## src/rtl/dram_port_arbiter_pkg.sv

```systemverilog
// Shared types and port indices for the SDRAM command-port arbiter.
package dram_port_arbiter_pkg;

  typedef enum logic {
    ARB    = 1'b0,
    LOCKED = 1'b1
  } arb_state_t;

  typedef logic [24:0] dram_addr_t;
  typedef logic [15:0] dram_word_t;

  localparam int DRAM_PORT_VGA  = 0;
  localparam int DRAM_PORT_CPU  = 1;
  localparam int DRAM_PORT_UART = 2;

  function automatic int wrap_idx(input int base, input int off, input int n);
    return (base + off) % n;
  endfunction

endpackage

```

## src/rtl/dram_tag_fifo.sv

```systemverilog
// Small synchronous FIFO holding the issuing port id of each outstanding read.
module dram_tag_fifo #(
  parameter int WIDTH = 2,
  parameter int DEPTH = 4
) (
  input  logic             clk,
  input  logic             rst,
  input  logic             push,
  input  logic [WIDTH-1:0] push_data,
  input  logic             pop,
  output logic             full,
  output logic             empty,
  output logic [WIDTH-1:0] head
);

  localparam int PW = (DEPTH > 1) ? $clog2(DEPTH) : 1;
  localparam int CW = PW + 1;

  logic [WIDTH-1:0] mem [DEPTH];
  logic [PW-1:0]    wr_ptr;
  logic [PW-1:0]    rd_ptr;
  logic [CW-1:0]    count;
  logic             do_push;
  logic             do_pop;

  // A full FIFO refuses a push even when a pop frees a slot in the same cycle.
  assign do_push = push && !full;
  assign do_pop  = pop && !empty;
  assign full    = (count == CW'(DEPTH));
  assign empty   = (count == '0);
  assign head    = mem[rd_ptr];

  always_ff @(posedge clk) begin
    if (do_push) mem[wr_ptr] <= push_data;
  end

  always_ff @(posedge clk or posedge rst) begin
    if (rst) begin
      wr_ptr <= '0;
      rd_ptr <= '0;
      count  <= '0;
    end else begin
      if (do_push) wr_ptr <= wr_ptr + 1'b1;
      if (do_pop)  rd_ptr <= rd_ptr + 1'b1;
      unique case ({do_push, do_pop})
        2'b10:   count <= count + 1'b1;
        2'b01:   count <= count - 1'b1;
        default: count <= count;
      endcase
    end
  end

endmodule

```

## src/rtl/dram_port_arbiter.sv

```systemverilog
// Shares the SDRAM controller command port between requesters, with burst lock
// and in-order read-data steering.
//   state  | meaning
//   ARB    | pick a winner, register owner; never forwards a beat
//   LOCKED | forward owner's beats until the accepted last beat
module dram_port_arbiter
  import dram_port_arbiter_pkg::*;
#(
  parameter int N_REQ      = 3,
  parameter int ADDR_W     = $bits(dram_addr_t),
  parameter int DATA_W     = $bits(dram_word_t),
  parameter int RT_PORT    = DRAM_PORT_VGA,
  parameter int STARVE_MAX = 64,
  parameter int MAX_OUTST  = 4
) (
  input  logic                      clk,
  input  logic                      rst,
  input  logic [N_REQ-1:0]          req_valid,
  output logic [N_REQ-1:0]          req_ready,
  input  logic [N_REQ-1:0]          req_we,
  input  logic [N_REQ-1:0]          req_last,
  input  logic [N_REQ*ADDR_W-1:0]   req_addr,
  input  logic [N_REQ*DATA_W-1:0]   req_wdata,
  output logic [N_REQ-1:0]          rsp_valid,
  output logic [DATA_W-1:0]         rsp_rdata,
  output logic                      ctl_valid,
  input  logic                      ctl_ready,
  output logic                      ctl_we,
  output logic [ADDR_W-1:0]         ctl_addr,
  output logic [DATA_W-1:0]         ctl_wdata,
  input  logic                      ctl_rvalid,
  input  logic [DATA_W-1:0]         ctl_rdata,
  output logic [$clog2(N_REQ)-1:0]  owner,
  output logic                      err_orphan
);

  localparam int OW = $clog2(N_REQ);
  localparam int WW = $clog2(STARVE_MAX + 1);
  localparam logic [OW-1:0] RT_ID    = OW'(RT_PORT);
  localparam logic [WW-1:0] WAIT_SAT = WW'(STARVE_MAX);

  arb_state_t    state;
  logic [OW-1:0] rr_ptr;
  logic [WW-1:0] wait_cnt [N_REQ];

  logic [OW-1:0] win;
  logic          win_rr;
  logic          starve_hit;
  logic          rr_hit;
  logic [OW-1:0] rr_win;
  int            rr_j;

  logic          tag_full;
  logic          tag_empty;
  logic [OW-1:0] tag_head;
  logic          blk;
  logic          accept;

  // Descending scans so the last hit, i.e. the nearest candidate, wins.
  always_comb begin
    win        = RT_ID;
    win_rr     = 1'b0;
    starve_hit = 1'b0;
    rr_hit     = 1'b0;
    rr_win     = RT_ID;
    rr_j       = 0;
    for (int i = N_REQ - 1; i >= 0; i--) begin
      if (i != RT_PORT && req_valid[i] && wait_cnt[i] == WAIT_SAT) begin
        win        = OW'(i);
        starve_hit = 1'b1;
      end
    end
    for (int k = N_REQ; k >= 1; k--) begin
      rr_j = wrap_idx(int'(rr_ptr), k, N_REQ);
      if (rr_j != RT_PORT && req_valid[rr_j]) begin
        rr_win = OW'(rr_j);
        rr_hit = 1'b1;
      end
    end
    if (starve_hit) begin
      win_rr = 1'b1;
    end else if (req_valid[RT_PORT]) begin
      win = RT_ID;
    end else if (rr_hit) begin
      win    = rr_win;
      win_rr = 1'b1;
    end
  end

  assign blk       = !req_we[owner] && tag_full;
  assign ctl_we    = req_we[owner];
  assign ctl_addr  = req_addr[int'(owner)*ADDR_W +: ADDR_W];
  assign ctl_wdata = req_wdata[int'(owner)*DATA_W +: DATA_W];
  assign accept    = ctl_valid && ctl_ready;

  always_comb begin
    ctl_valid = 1'b0;
    req_ready = '0;
    if (state == LOCKED) begin
      ctl_valid        = req_valid[owner] && !blk;
      req_ready[owner] = ctl_ready && !blk;
    end
  end

  always_ff @(posedge clk or posedge rst) begin
    if (rst) begin
      state  <= ARB;
      owner  <= '0;
      rr_ptr <= RT_ID;
    end else begin
      unique case (state)
        ARB: begin
          if (|req_valid) begin
            owner <= win;
            state <= LOCKED;
            if (win_rr) rr_ptr <= win;
          end
        end
        LOCKED: begin
          if (accept && req_last[owner]) state <= ARB;
        end
        default: state <= ARB;
      endcase
    end
  end

  // The RT port never ages; its counter stays at zero.
  always_ff @(posedge clk or posedge rst) begin
    if (rst) begin
      for (int i = 0; i < N_REQ; i++) wait_cnt[i] <= '0;
    end else begin
      for (int i = 0; i < N_REQ; i++) begin
        if (i == RT_PORT) begin
          wait_cnt[i] <= '0;
        end else if (state == ARB && (|req_valid) && win == OW'(i)) begin
          wait_cnt[i] <= '0;
        end else if (req_valid[i] && !(state == LOCKED && owner == OW'(i))
                     && wait_cnt[i] != WAIT_SAT) begin
          wait_cnt[i] <= wait_cnt[i] + 1'b1;
        end
      end
    end
  end

  dram_tag_fifo #(
    .WIDTH (OW),
    .DEPTH (MAX_OUTST)
  ) u_tag_fifo (
    .clk       (clk),
    .rst       (rst),
    .push      (accept && !req_we[owner]),
    .push_data (owner),
    .pop       (ctl_rvalid),
    .full      (tag_full),
    .empty     (tag_empty),
    .head      (tag_head)
  );

  always_ff @(posedge clk or posedge rst) begin
    if (rst) begin
      rsp_valid  <= '0;
      rsp_rdata  <= '0;
      err_orphan <= 1'b0;
    end else begin
      rsp_valid <= '0;
      if (ctl_rvalid) begin
        if (!tag_empty) begin
          rsp_valid[tag_head] <= 1'b1;
          rsp_rdata           <= ctl_rdata;
        end else begin
          err_orphan <= 1'b1;
        end
      end
    end
  end

endmodule

```

## config.mk

```make
export PLATFORM = sky130hd
export DESIGN_NAME = dram_port_arbiter
export DESIGN_NICKNAME = d
export VERILOG_FILES = /design/src/rtl/dram_port_arbiter_pkg.sv /design/src/rtl/dram_tag_fifo.sv /design/src/rtl/dram_port_arbiter.sv
export SDC_FILE = /design/constraint.sdc
export NUM_CORES = 1
export LEC_CHECK = 0
export BUFFER_PORTS_ARGS = -buffer_cell sky130_fd_sc_hd__clkbuf_2
export CAP_MARGIN = 40
export CORE_MARGIN = 10
export CORE_UTILIZATION = 44
export DETAILED_ROUTE_END_ITERATION = 7
export PLACE_DENSITY = 0.82
export SYNTH_ARGS = -nofsm -noshare
export SYNTH_HDL_FRONTEND = slang
export SYNTH_SLANG_ARGS = --single-unit
```

## constraint.sdc

```tcl
create_clock -name clk -period 3.4 [get_ports clk]
set_input_delay 0.17 -clock clk [delete_from_list [all_inputs] [get_ports clk]]
set_output_delay 0.17 -clock clk [all_outputs]
set_load 0.01 [all_outputs]
```

==> summary.md, run 1 <==
| Metric | Value |
|---|---|
| Most frequent cells in the layout | clkbuf_2, nand2_1, mux2i_1 |
| Commonest non-fill, non-tap cell in the layout | clkbuf_2 |
| Slew Viols, Final | 0 |
| Gr usage total | 0.1961 |
| Hold path depth | 3 |
| Final Net Count | 772 |
| Place WS | 844.8 ps |
| DR iter-0 viols | 246 |
| Top cell family by delay on the critical path | simple AND/OR/NAND/NOR gates |
| Postcts setup bufs | 0 |
| Status | finished, final reports clean |
| Total count of hold-check failures in the final report | 0 |
| I/O Buffers | 219 |
| Clk Latency, worst-skew pair | 310 ps |
| Static leakage | 2.368 nW |
| Die Span X | 110.5 um |
| Post-route worst setup slack | 849.6 ps |
| Clock Tree Buf Depth | 2 |
| First-pass GRT wire length | 20.15 mm |
| Slew HR | 0.5240 |
| Grt ovf | 0 |
| Cells after Synth | 400 |
| First-pass DRT Iterations | 4 |
| Placer Congestion | 0.8919 |
| TritonCTS Buffers | 5 |
| CP max-delay cell | nor3b_2 |
| Synthesis-to-finish area growth | 34.51% |
| Initial Utilization | 0.4592 |
| Fill cell total of the finished layout | 706 |
| Number of flops mapped to enable cells by yosys | 8 |
| CTS clk-pin slew, worst paths | 100 ps |
| Maximum vdd drop | 0.0003882 V |
| Core area | 7848 sq um |
| Tmin final | 2550 ps |
| Layout cells sized above 1 | 0.4023 |
| Yosys warnings | 0 |
| Critical path launch point type | flop |
| Number of global-route vias before repair | 4005 |
| Final ANT Viol Nets | 0 |
| Post-Syn Nets | 564 |
| Final HPWL DP | 10.65 mm |
| Post-synth ARST share | 0.8519 |
| Root Buffer Master | clkbuf_8 |
| Worst hold margin | 44.01 ps |
| Fmax | 392.1 MHz |
| Initial antenna violation count | 1 |
| Pwr dens | 753.1 nW/um^2 |
| Setup Total Neg Slack | 0 ps |
| Critical Path RT | 3600 ps |
| Die area | 12210 sq um |
| Sink Count | 54 |
| Syn Area/Cell | 9.009 sq um |
| Worst setup EP type | flop |
| RSZ-0062 raised after global routing | no |
| Buf/Inv on CP | 3 |
| Max-Cap Viols | 0 |
| Setup violations, final | 0 |
| Share of the yosys chip area belonging to registers | 0.3861 |
| Htree depth | 2 |
| Syn Std Cell Area | 3603 sq um |
| Critical-path cell list | buf_4 -> nor2b_4 -> o2bb2ai_1 -> nor3b_2 -> inv_1 -> ha_1 -> inv_1 -> fa_1 -> xor2_1 -> nor2_1 -> xor2_1 |
| I/O pins | 220 |
| Routed vias | 3684 |
| Final Cycle Share | 0.7501 |
| CP max stage delay | 450 ps |
| Largest net degree at the start of global routing | 49 |
| Residual DRC count | 0 |
| Worst Tran Pin Value | 709.8 ps |
| Worst Hold Class | input pin to flop |
| Routed wire length | 12.89 mm |
| Clock skew | 4.729 ps |
| Top_reg_cell synth | dfrtp_1 |
| Cell variety after synth | 52 |
| Crit path depth | 11 |
| Rows | 32 |
| Die Span Y | 110.5 um |
| Crit-path max FO | 24 |
| CTS tree | done |
| Worst Reg-to-Reg Cells | 11 |
| DR vias/cell | 5.174 |
| WS Path Type | flop to flop |
| DR WL/cell | 18.10 um |
| Crit path DAT | 2750 ps |
| Yosys reg bits | 54 |
-- Yosys cell counts, types with 5 or more instances --
| cell | n | area, sq um |
|---|---|---|
| dfrtp_1 | 46 | 1151 |
| nor3b_1 | 7 | 52.55 |
| xnor2_1 | 11 | 96.34 |
| inv_1 | 16 | 60.06 |
| a21oi_1 | 16 | 80.08 |
| clkbuf_1 | 12 | 45.04 |
| and2_1 | 6 | 37.54 |
| nand4_1 | 6 | 37.54 |
| edfxtp_1 | 8 | 240.2 |
| xor2_1 | 9 | 78.83 |
| ha_1 | 11 | 137.6 |
| o21ai_0 | 44 | 220.2 |
| nor2_1 | 5 | 18.77 |
| nand2_1 | 94 | 352.8 |
| mux2i_1 | 47 | 470.5 |
-- cell type report --
type | count | area [sq um] | share of cell area
Sequential cell | 54 | 1393 | 0.2873
Clock inverter | 3 | 25.02 | 0.005163
Clock buffer | 5 | 68.82 | 0.01420
Multi-Input combinational cell | 304 | 2016 | 0.4158
Antenna cell | 1 | 2.502 | 0.0005163
Inverter | 17 | 63.81 | 0.01316
Timing Repair Buffer | 226 | 1151 | 0.2375
Tap cell | 102 | 127.6 | 0.02633
-- worst paths after layout --
path,startpoint,endpoint,slack [ps]
min in group asynchronous,rst,rsp_valid[2]$_DFF_PP0_,520
worst min-delay path,ctl_rdata[14],rsp_rdata[14]$_DFFE_PP0P_,40
worst max-delay path,owner[0]$_DFFE_PP0P_,u_tag_fifo.count[2]$_DFFE_PP0P_,850
worst min register to register,rsp_rdata[11]$_DFFE_PP0P_,rsp_rdata[11]$_DFFE_PP0P_,480
worst max register to register,owner[0]$_DFFE_PP0P_,u_tag_fifo.count[2]$_DFFE_PP0P_,850
max in group asynchronous,rst,owner[1]$_DFFE_PP0P_,2450
-- stage by stage --
step	instances	total power, mW	util	cell area (sq um)
after floorplan	400	2.480	-	3603
after global placement	702	3.212	0.6041	4741
after detailed placement	702	3.304	0.6041	4741
after CTS	711	3.687	0.6173	4845
after global routing	712	3.960	0.6177	4847
final	712	3.650	0.6177	4847
-- state kept, by name, summed over array words and instances, names as in the netlist --
name and cells:
u_tag_fifo.mem 8, u_tag_fifo.rd_ptr 2, rsp_rdata 16, u_tag_fifo.wr_ptr 2, u_tag_fifo.count 3, err_orphan 1
wait_cnt 14, rr_ptr 2, owner 2, state 1, rsp_valid 3
-- kinds of logic (layout without fill, tap and decap cells) --
group,Yosys count,count (layout),synth area share
buffers and inverters,42,251,0.05659
adder cells (fa/ha/maj),12,12,0.04375
XOR/XNOR,20,20,0.04861
flip-flops,54,54,0.3861
AND/OR/NAND/NOR,142,142,0.1875
AO/OA/AOI/OAI,80,80,0.1313
other,0,1,0
multiplexers,50,50,0.1462
-- timing repair --
action | 4_1_cts | 5_1_grt
hold endpoints to repair | 46 | 0
hold buffers | 1 | 0
resized for setup | 0 | 0
-- per-layer routing --
layer | share of wire | vias to the layer above | global-route usage | routed length [um]
li1 | - | 1802 | - | -
met1 | 0.35 | 1724 | 0.1927 | 4499
met2 | 0.54 | 137 | 0.3674 | 6950
met3 | 0.089 | 21 | 0.07726 | 1142
met4 | 0.023 | 0 | 0.05786 | 295
met5 | 0 | - | 0 | 0
-- report_power, final --
part           internal (mW)  total, mW  switching, mW  leakage (nW)
Combinational          0.904       2.17           1.27          1.68
Clock                  0.149      0.371          0.222        0.0448
Sequential             0.894       1.11          0.213         0.639
-- worst reg2reg max path, delay by kind of cell, from the launching register on --
| kind | cells | cell delay [ps] |
|---|---|---|
| adder cells (fa/ha/maj) | 2 | 390 |
| XOR/XNOR | 2 | 310 |
| buffers and inverters | 3 | 430 |
| flip-flops | 1 | 420 |
| AO/OA/AOI/OAI | 1 | 160 |
| AND/OR/NAND/NOR | 3 | 720 |
No activity file was read; power rests on OpenSTA's default activity.
==> run 2, diff against run 1 <==
==> constraint.sdc (replaced) <==
create_clock -name clk -period 2.45 [get_ports clk]
set_input_delay 0.1225 -clock clk [delete_from_list [all_inputs] [get_ports clk]]
set_output_delay 0.1225 -clock clk [all_outputs]
set_load 0.01 [all_outputs]
==> summary.md, run 2 (same netlist as run 1, synthesis figures left out) <==
| Metric | Value |
|---|---|
| Status | finished, final reports clean |
| Largest regs | rsp_rdata x16, wait_cnt x14, u_tag_fifo.mem x8 |
| First-pass GRT wire length | 21.81 mm (+8.2%) |
| Final ANT Viol Nets | 0 (unchanged) |
| Layout cells sized above 1 | 0.4026 (about the same) |
| Setup violations, final | 0 (unchanged) |
| Flop pwr share | 0.296 (-0.007) |
| Fmax | 439.3 MHz |
| Slew Viols, Final | 0 (unchanged) |
| Clock Power Share | 0.098 (-0.004) |
| CTS clk-pin slew, worst paths | 100 ps (about the same) |
| Synthesis-to-finish area growth | 39.72% |
| RSZ-0062 raised after global routing | no |
| I/O pins | 220 (unchanged) |
| Worst setup EP type | primary output |
| Gr usage total | 0.2131 (+0.01698) |
| Combinational Power Share | 0.606 (+0.011) |
| Static leakage | 2.451 nW (+3.5%) |
| DR WL/cell | 18.75 um (+3.6%) |
| CTS tree | done |
| Sink Count | 54 (unchanged) |
| Switch Pwr | 2.399 mW (+41%) |
| Crit path DAT | 2150 ps (-600 ps) |
| Critical Path RT | 2330 ps (-1270 ps) |
| First-pass DRT Iterations | 4 (unchanged) |
| Die Span Y | 110.5 um (unchanged) |
| R2R Path Start | u_tag_fifo.count[0]$_DFFE_PP0P_ |
| Largest net degree at the start of global routing | 50 (+2.0%) |
| Max reg flops | 16 (unchanged) |
| Clk Latency, worst-skew pair | 310 ps (about the same) |
| Slew HR | 0.5441 (+0.02015) |
| P_int | 2.762 mW (+42%) |
| Area of the multi-input gates | 2038 sq um (+1.1%) |
| RR Endpoint | u_tag_fifo.count[2]$_DFFE_PP0P_ |
| Worst Tran Pin Value | 683.8 ps (-25.96 ps) |
| Register-to-register setup slack | 230 ps (-620 ps) |
| Residual DRC count | 0 (unchanged) |
| Die Span X | 110.5 um (unchanged) |
| Rows | 32 (unchanged) |
| Switching part of the total power | 0.4649 (-0.001683) |
| TritonCTS Buffers | 5 (unchanged) |
| Commonest non-fill, non-tap cell in the layout | clkbuf_2 |
| Critical path launch point type | flop |
| Root Buffer Master | clkbuf_8 |
| Final Net Count | 789 (+2.2%) |
| Setup crit start | owner[1]$_DFFE_PP0P_ |
| Worst Hold Class | input pin to flop |
| I/O Buffers | 219 (unchanged) |
| Tmin final | 2276 ps |
| Most frequent cells in the layout | clkbuf_2, nand2_1, mux2i_1 |
| Final Cycle Share | 0.9291 |
| DR vias/cell | 5.200 (+0.49%) |
| DR iter-0 viols | 258 (+4.9%) |
| Clock skew | 5.161 ps (+0.4313 ps) |
| Die area | 12210 sq um (unchanged) |
| Fill cell total of the finished layout | 662 (-6.2%) |
| Reg area | 1393 sq um (unchanged) |
| Final HPWL DP | 10.93 mm (+2.6%) |
| Biggest register | rsp_rdata |
| Total power | 5.161 mW (+41%) |
| Worst Reg-to-Reg Cells | 10 (-1) |
| Htree depth | 2 (unchanged) |
| Crit-path max FO | 44 (+83%) |
| Setup crit end | ctl_wdata[7] |
| Placer Congestion | 0.9338 (+4.7%) |
| Grt ovf | 0 (unchanged) |
| Core area | 7848 sq um (unchanged) |
| Initial Utilization | 0.4592 (unchanged) |
| Routed vias | 3801 (+3.2%) |
| Total count of hold-check failures in the final report | 0 (unchanged) |
| Number of global-route vias before repair | 4148 (+3.6%) |
| WS Path Type | flop to primary output |
| Initial antenna violation count | 3 (+2) |
| Routed wire length | 13.71 mm (+6.4%) |
| Setup Total Neg Slack | 0 ps (unchanged) |
| Postcts setup bufs | 0 (unchanged) |
| Pwr dens | 1025 nW/um^2 (+36%) |
| Clock Tree Buf Depth | 2 (unchanged) |
| Max-Cap Viols | 0 (unchanged) |
| Maximum vdd drop | 0.0004532 V (+17%) |
-- run 2: layout make-up --
class                           instances  share of cell area
Sequential cell                        54              0.2766
Tap cell                              102             0.02535
Multi-Input combinational cell        304              0.4048
Clock buffer                            5             0.01367
Timing Repair Buffer                  243              0.2604
Antenna cell                            3            0.001491
Inverter                               17             0.01267
Clock inverter                          3            0.004970
-- run 2: worst max-delay path, stage by stage, from the launching register on --
cell and delay, ps:
dfrtp_2 510, buf_4 600, mux2i_1 170, o21ai_0 330, clkbuf_2 220
-- run 2: per-stage QoR --
stage	std cells	setup slack, ps	utilization	cell area, sq um	hold slack, ps
floorplan	400	3.719	-	3610	227.9
global placement	706	210.0	0.6087	4777	277.3
detailed placement	706	165.2	0.6087	4777	280.0
CTS	728	89.57	0.6386	5011	2.631
global route	731	22.02	0.6416	5035	12.10
finish	731	173.8	0.6416	5035	12.36
-- run 2: power by group through the flow --
| stage | logic [mW] | registers (mW) | clock network (mW) |
|---|---|---|---|
| finish | 3.13 | 1.53 | 0.507 |
| global route | 3.48 | 1.57 | 0.560 |
| CTS | 3.13 | 1.52 | 0.521 |
| detailed placement | 3.08 | 1.53 | 0 |
| global placement | 3.00 | 1.51 | 0 |
| floorplan | 1.92 | 1.53 | 0 |
-- run 2: timing repair --
item	CTS	global route
endpoints found under the setup margin	0	2
gates resized for setup	0	4
hold endpoints to repair	59	0
hold buffers	14	0
-- run 2: worst min-delay path by stage --
| stage | start | depth (start not counted) | slack [ps] | to |
|---|---|---|---|---|
| 2_1_floorplan | ctl_rdata[0] | 2 | 230 | rsp_rdata[0]$_DFFE_PP0P_ |
| 3_5_place_dp | rst | 3 | 280 | rsp_valid[0]$_DFF_PP0_ |
| 5_1_grt | ctl_rdata[12] | 3 | 10 | rsp_rdata[12]$_DFFE_PP0P_ |
| 4_1_cts | ctl_rdata[12] | 3 | 3 | rsp_rdata[12]$_DFFE_PP0P_ |
| 3_3_place_gp | rst | 3 | 280 | rsp_valid[2]$_DFF_PP0_ |
| 6_report | ctl_rdata[12] | 3 | 10 | rsp_rdata[12]$_DFFE_PP0P_ |
-- run 2: layer usage --
metal	track usage	wire, um	vias to the layer above
li1	-	-	1841
met2	0.3924	7323	147
met3	0.07455	1125	22
met5	0	0	-
met4	0.06390	429	0
met1	0.2202	4828	1791
==> run 3, diff against run 2 <==
--- a/config.mk
+++ b/config.mk
@@ -10,7 +10,7 @@
 export CORE_MARGIN = 10
 export CORE_UTILIZATION = 44
 export DETAILED_ROUTE_END_ITERATION = 7
-export PLACE_DENSITY = 0.82
+export PLACE_DENSITY = 0.81
 export SYNTH_ARGS = -nofsm -noshare
 export SYNTH_HDL_FRONTEND = slang
 export SYNTH_SLANG_ARGS = --single-unit
==> summary.md, run 3 (same netlist as run 1, synthesis figures left out) <==
| Metric | Value |
|---|---|
| Number of global-route vias before repair | 4063 (-2.0%) |
| Core area | 7848 sq um (unchanged) |
| Final Cycle Share | 0.9616 (+0.03250) |
| Pwr dens | 1031 nW/um^2 (+0.57%) |
| Worst Tran Pin Value | 706.3 ps (+22.47 ps) |
| Sink Count | 54 (unchanged) |
| Placer Congestion | 0.8482 (-9.2%) |
| Fmax | 424.5 MHz (-3.4%) |
| First-pass DRT Iterations | 4 (unchanged) |
| I/O pins | 220 (unchanged) |
| Routed wire length | 12.95 mm (-5.5%) |
| Maximum vdd drop | 0.0005033 V (+11%) |
| Clock skew | 5.805 ps (+0.6440 ps) |
| DR iter-0 viols | 152 (-41%) |
| Synthesis-to-finish area growth | 36.98% |
| Residual DRC count | 0 (unchanged) |
| First-pass GRT wire length | 20.47 mm (-6.1%) |
| Static leakage | 2.413 nW (-1.6%) |
| DR WL/cell | 17.94 um (-4.3%) |
| Total count of hold-check failures in the final report | 0 (unchanged) |
| Worst Reg-to-Reg Cells | 10 (unchanged) |
| Clk Latency, worst-skew pair | 300 ps (about the same) |
| Biggest register | rsp_rdata |
| Slew HR | 0.5262 (-0.01789) |
| Critical path launch point type | flop |
| Tmin final | 2356 ps (+79.63 ps) |
| CTS clk-pin slew, worst paths | 100 ps (about the same) |
| Die area | 12210 sq um (unchanged) |
| Clock Tree Buf Depth | 2 (unchanged) |
| Max-Cap Viols | 0 (unchanged) |
| Final core utilization | 0.6290 (-0.01260) |
| TritonCTS Buffers | 5 (unchanged) |
| DR vias/cell | 5.136 (-1.2%) |
| Commonest non-fill, non-tap cell in the layout | clkbuf_2 |
| Grt ovf | 0 (unchanged) |
| Layout cells sized above 1 | 0.4045 (+0.001975) |
| Place WS | 119.4 ps (-45.82 ps) |
| Die Span Y | 110.5 um (unchanged) |
| Largest regs | rsp_rdata x16, wait_cnt x14, u_tag_fifo.mem x8 |
| I/O Buffers | 219 (unchanged) |
| Final HPWL DP | 10.83 mm (-0.95%) |
| WS Path Type | flop to flop |
| Hold path depth | 3 (unchanged) |
| Rows | 32 (unchanged) |
| RSZ-0062 raised after global routing | no |
| Most frequent cells in the layout | clkbuf_2, nand2_1, mux2i_1 |
| Die Span X | 110.5 um (unchanged) |
| Status | finished, final reports clean |
| Initial Utilization | 0.4592 (unchanged) |
| Largest net degree at the start of global routing | 45 (-10%) |
| Root Buffer Master | clkbuf_8 |
| Worst setup EP type | flop |
| Postcts setup bufs | 0 (unchanged) |
| Initial antenna violation count | 2 (-1) |
| Setup Total Neg Slack | 0 ps (unchanged) |
| Crit path DAT | 2580 ps (+430 ps) |
| Final ANT Viol Nets | 0 (unchanged) |
| Setup violations, final | 0 (unchanged) |
| Htree depth | 2 (unchanged) |
| Max reg flops | 16 (unchanged) |
| Slew Viols, Final | 0 (unchanged) |
| Critical Path RT | 2680 ps (+350 ps) |
| Post-route worst setup slack | 94.18 ps (-79.63 ps) |
| Gr usage total | 0.1992 (-0.01388) |
| Routed vias | 3708 (-2.4%) |
| Final Net Count | 781 (-1.0%) |
| CTS tree | done |
| Worst Hold Class | input pin to flop |
| Crit-path max FO | 4 (-91%) |
-- run 3: report_power, final --
part	switching [mW]	leakage [nW]	internal [mW]	total, mW
clock network	0.301	0.0448	0.207	0.508
logic	1.76	1.73	1.29	3.04
registers	0.299	0.639	1.24	1.54
-- run 3: worst paths after layout --
kind	slack (ps)	end	startpoint
min in group asynchronous	370	wait_cnt[5]$_DFFE_PP0P_	rst
hold reg to reg	470	err_orphan$_DFFE_PP0P_	err_orphan$_DFFE_PP0P_
setup / recovery	90	u_tag_fifo.count[2]$_DFFE_PP0P_	u_tag_fifo.count[0]$_DFFE_PP0P_
setup reg to reg	90	u_tag_fifo.count[2]$_DFFE_PP0P_	u_tag_fifo.count[0]$_DFFE_PP0P_
hold / removal	3	rsp_rdata[1]$_DFFE_PP0P_	ctl_rdata[1]
max in group asynchronous	1360	u_tag_fifo.wr_ptr[1]$_DFFE_PP0P_	rst
-- run 3: what timing repair did --
item	CTS	global route
hold endpoints to repair	24	0
gates resized for setup	0	0
hold buffers	6	0
-- run 3: metal layers --
| layer | vias up | part of all wire | global-route usage |
|---|---|---|---|
| met5 | - | 0 | 0 |
| met3 | 32 | 0.083 | 0.07293 |
| met2 | 152 | 0.52 | 0.3541 |
| met4 | 0 | 0.037 | 0.09067 |
| li1 | 1818 | - | - |
| met1 | 1706 | 0.36 | 0.2029 |
-- run 3: metrics by stage --
| step | cell area, sq um | power, mW | hold WS (ps) | std cells |
|---|---|---|---|---|
| finish | 4936 | 5.089 | 2.781 | 722 |
| global placement | 4777 | 4.468 | 163.8 | 706 |
| detailed placement | 4777 | 4.600 | 163.0 | 706 |
| floorplan | 3610 | 3.449 | 227.9 | 400 |
| CTS | 4931 | 5.129 | 0.1521 | 720 |
| global route | 4936 | 5.520 | 1.750 | 722 |
-- run 3: worst max-delay path, cell delays in order, from the launching register on --
cell	delay, ps
dfrtp_1	440
or3b_2	520
nand3_1	120
nor3b_2	60
inv_1	70
ha_1	180
inv_1	60
fa_1	370
xor2_1	150
nor2_1	120
xor2_1	180
-- run 3: final cells by class --
cell class	count	area (sq um)
diodes	2	5.005
clock buffers	5	68.82
clock inverters	3	25.02
fillers	695	2912
inverters	17	63.81
multi-input cells	304	2022
flip-flops and latches	54	1393
well taps	102	127.6
repair buffers	235	1231
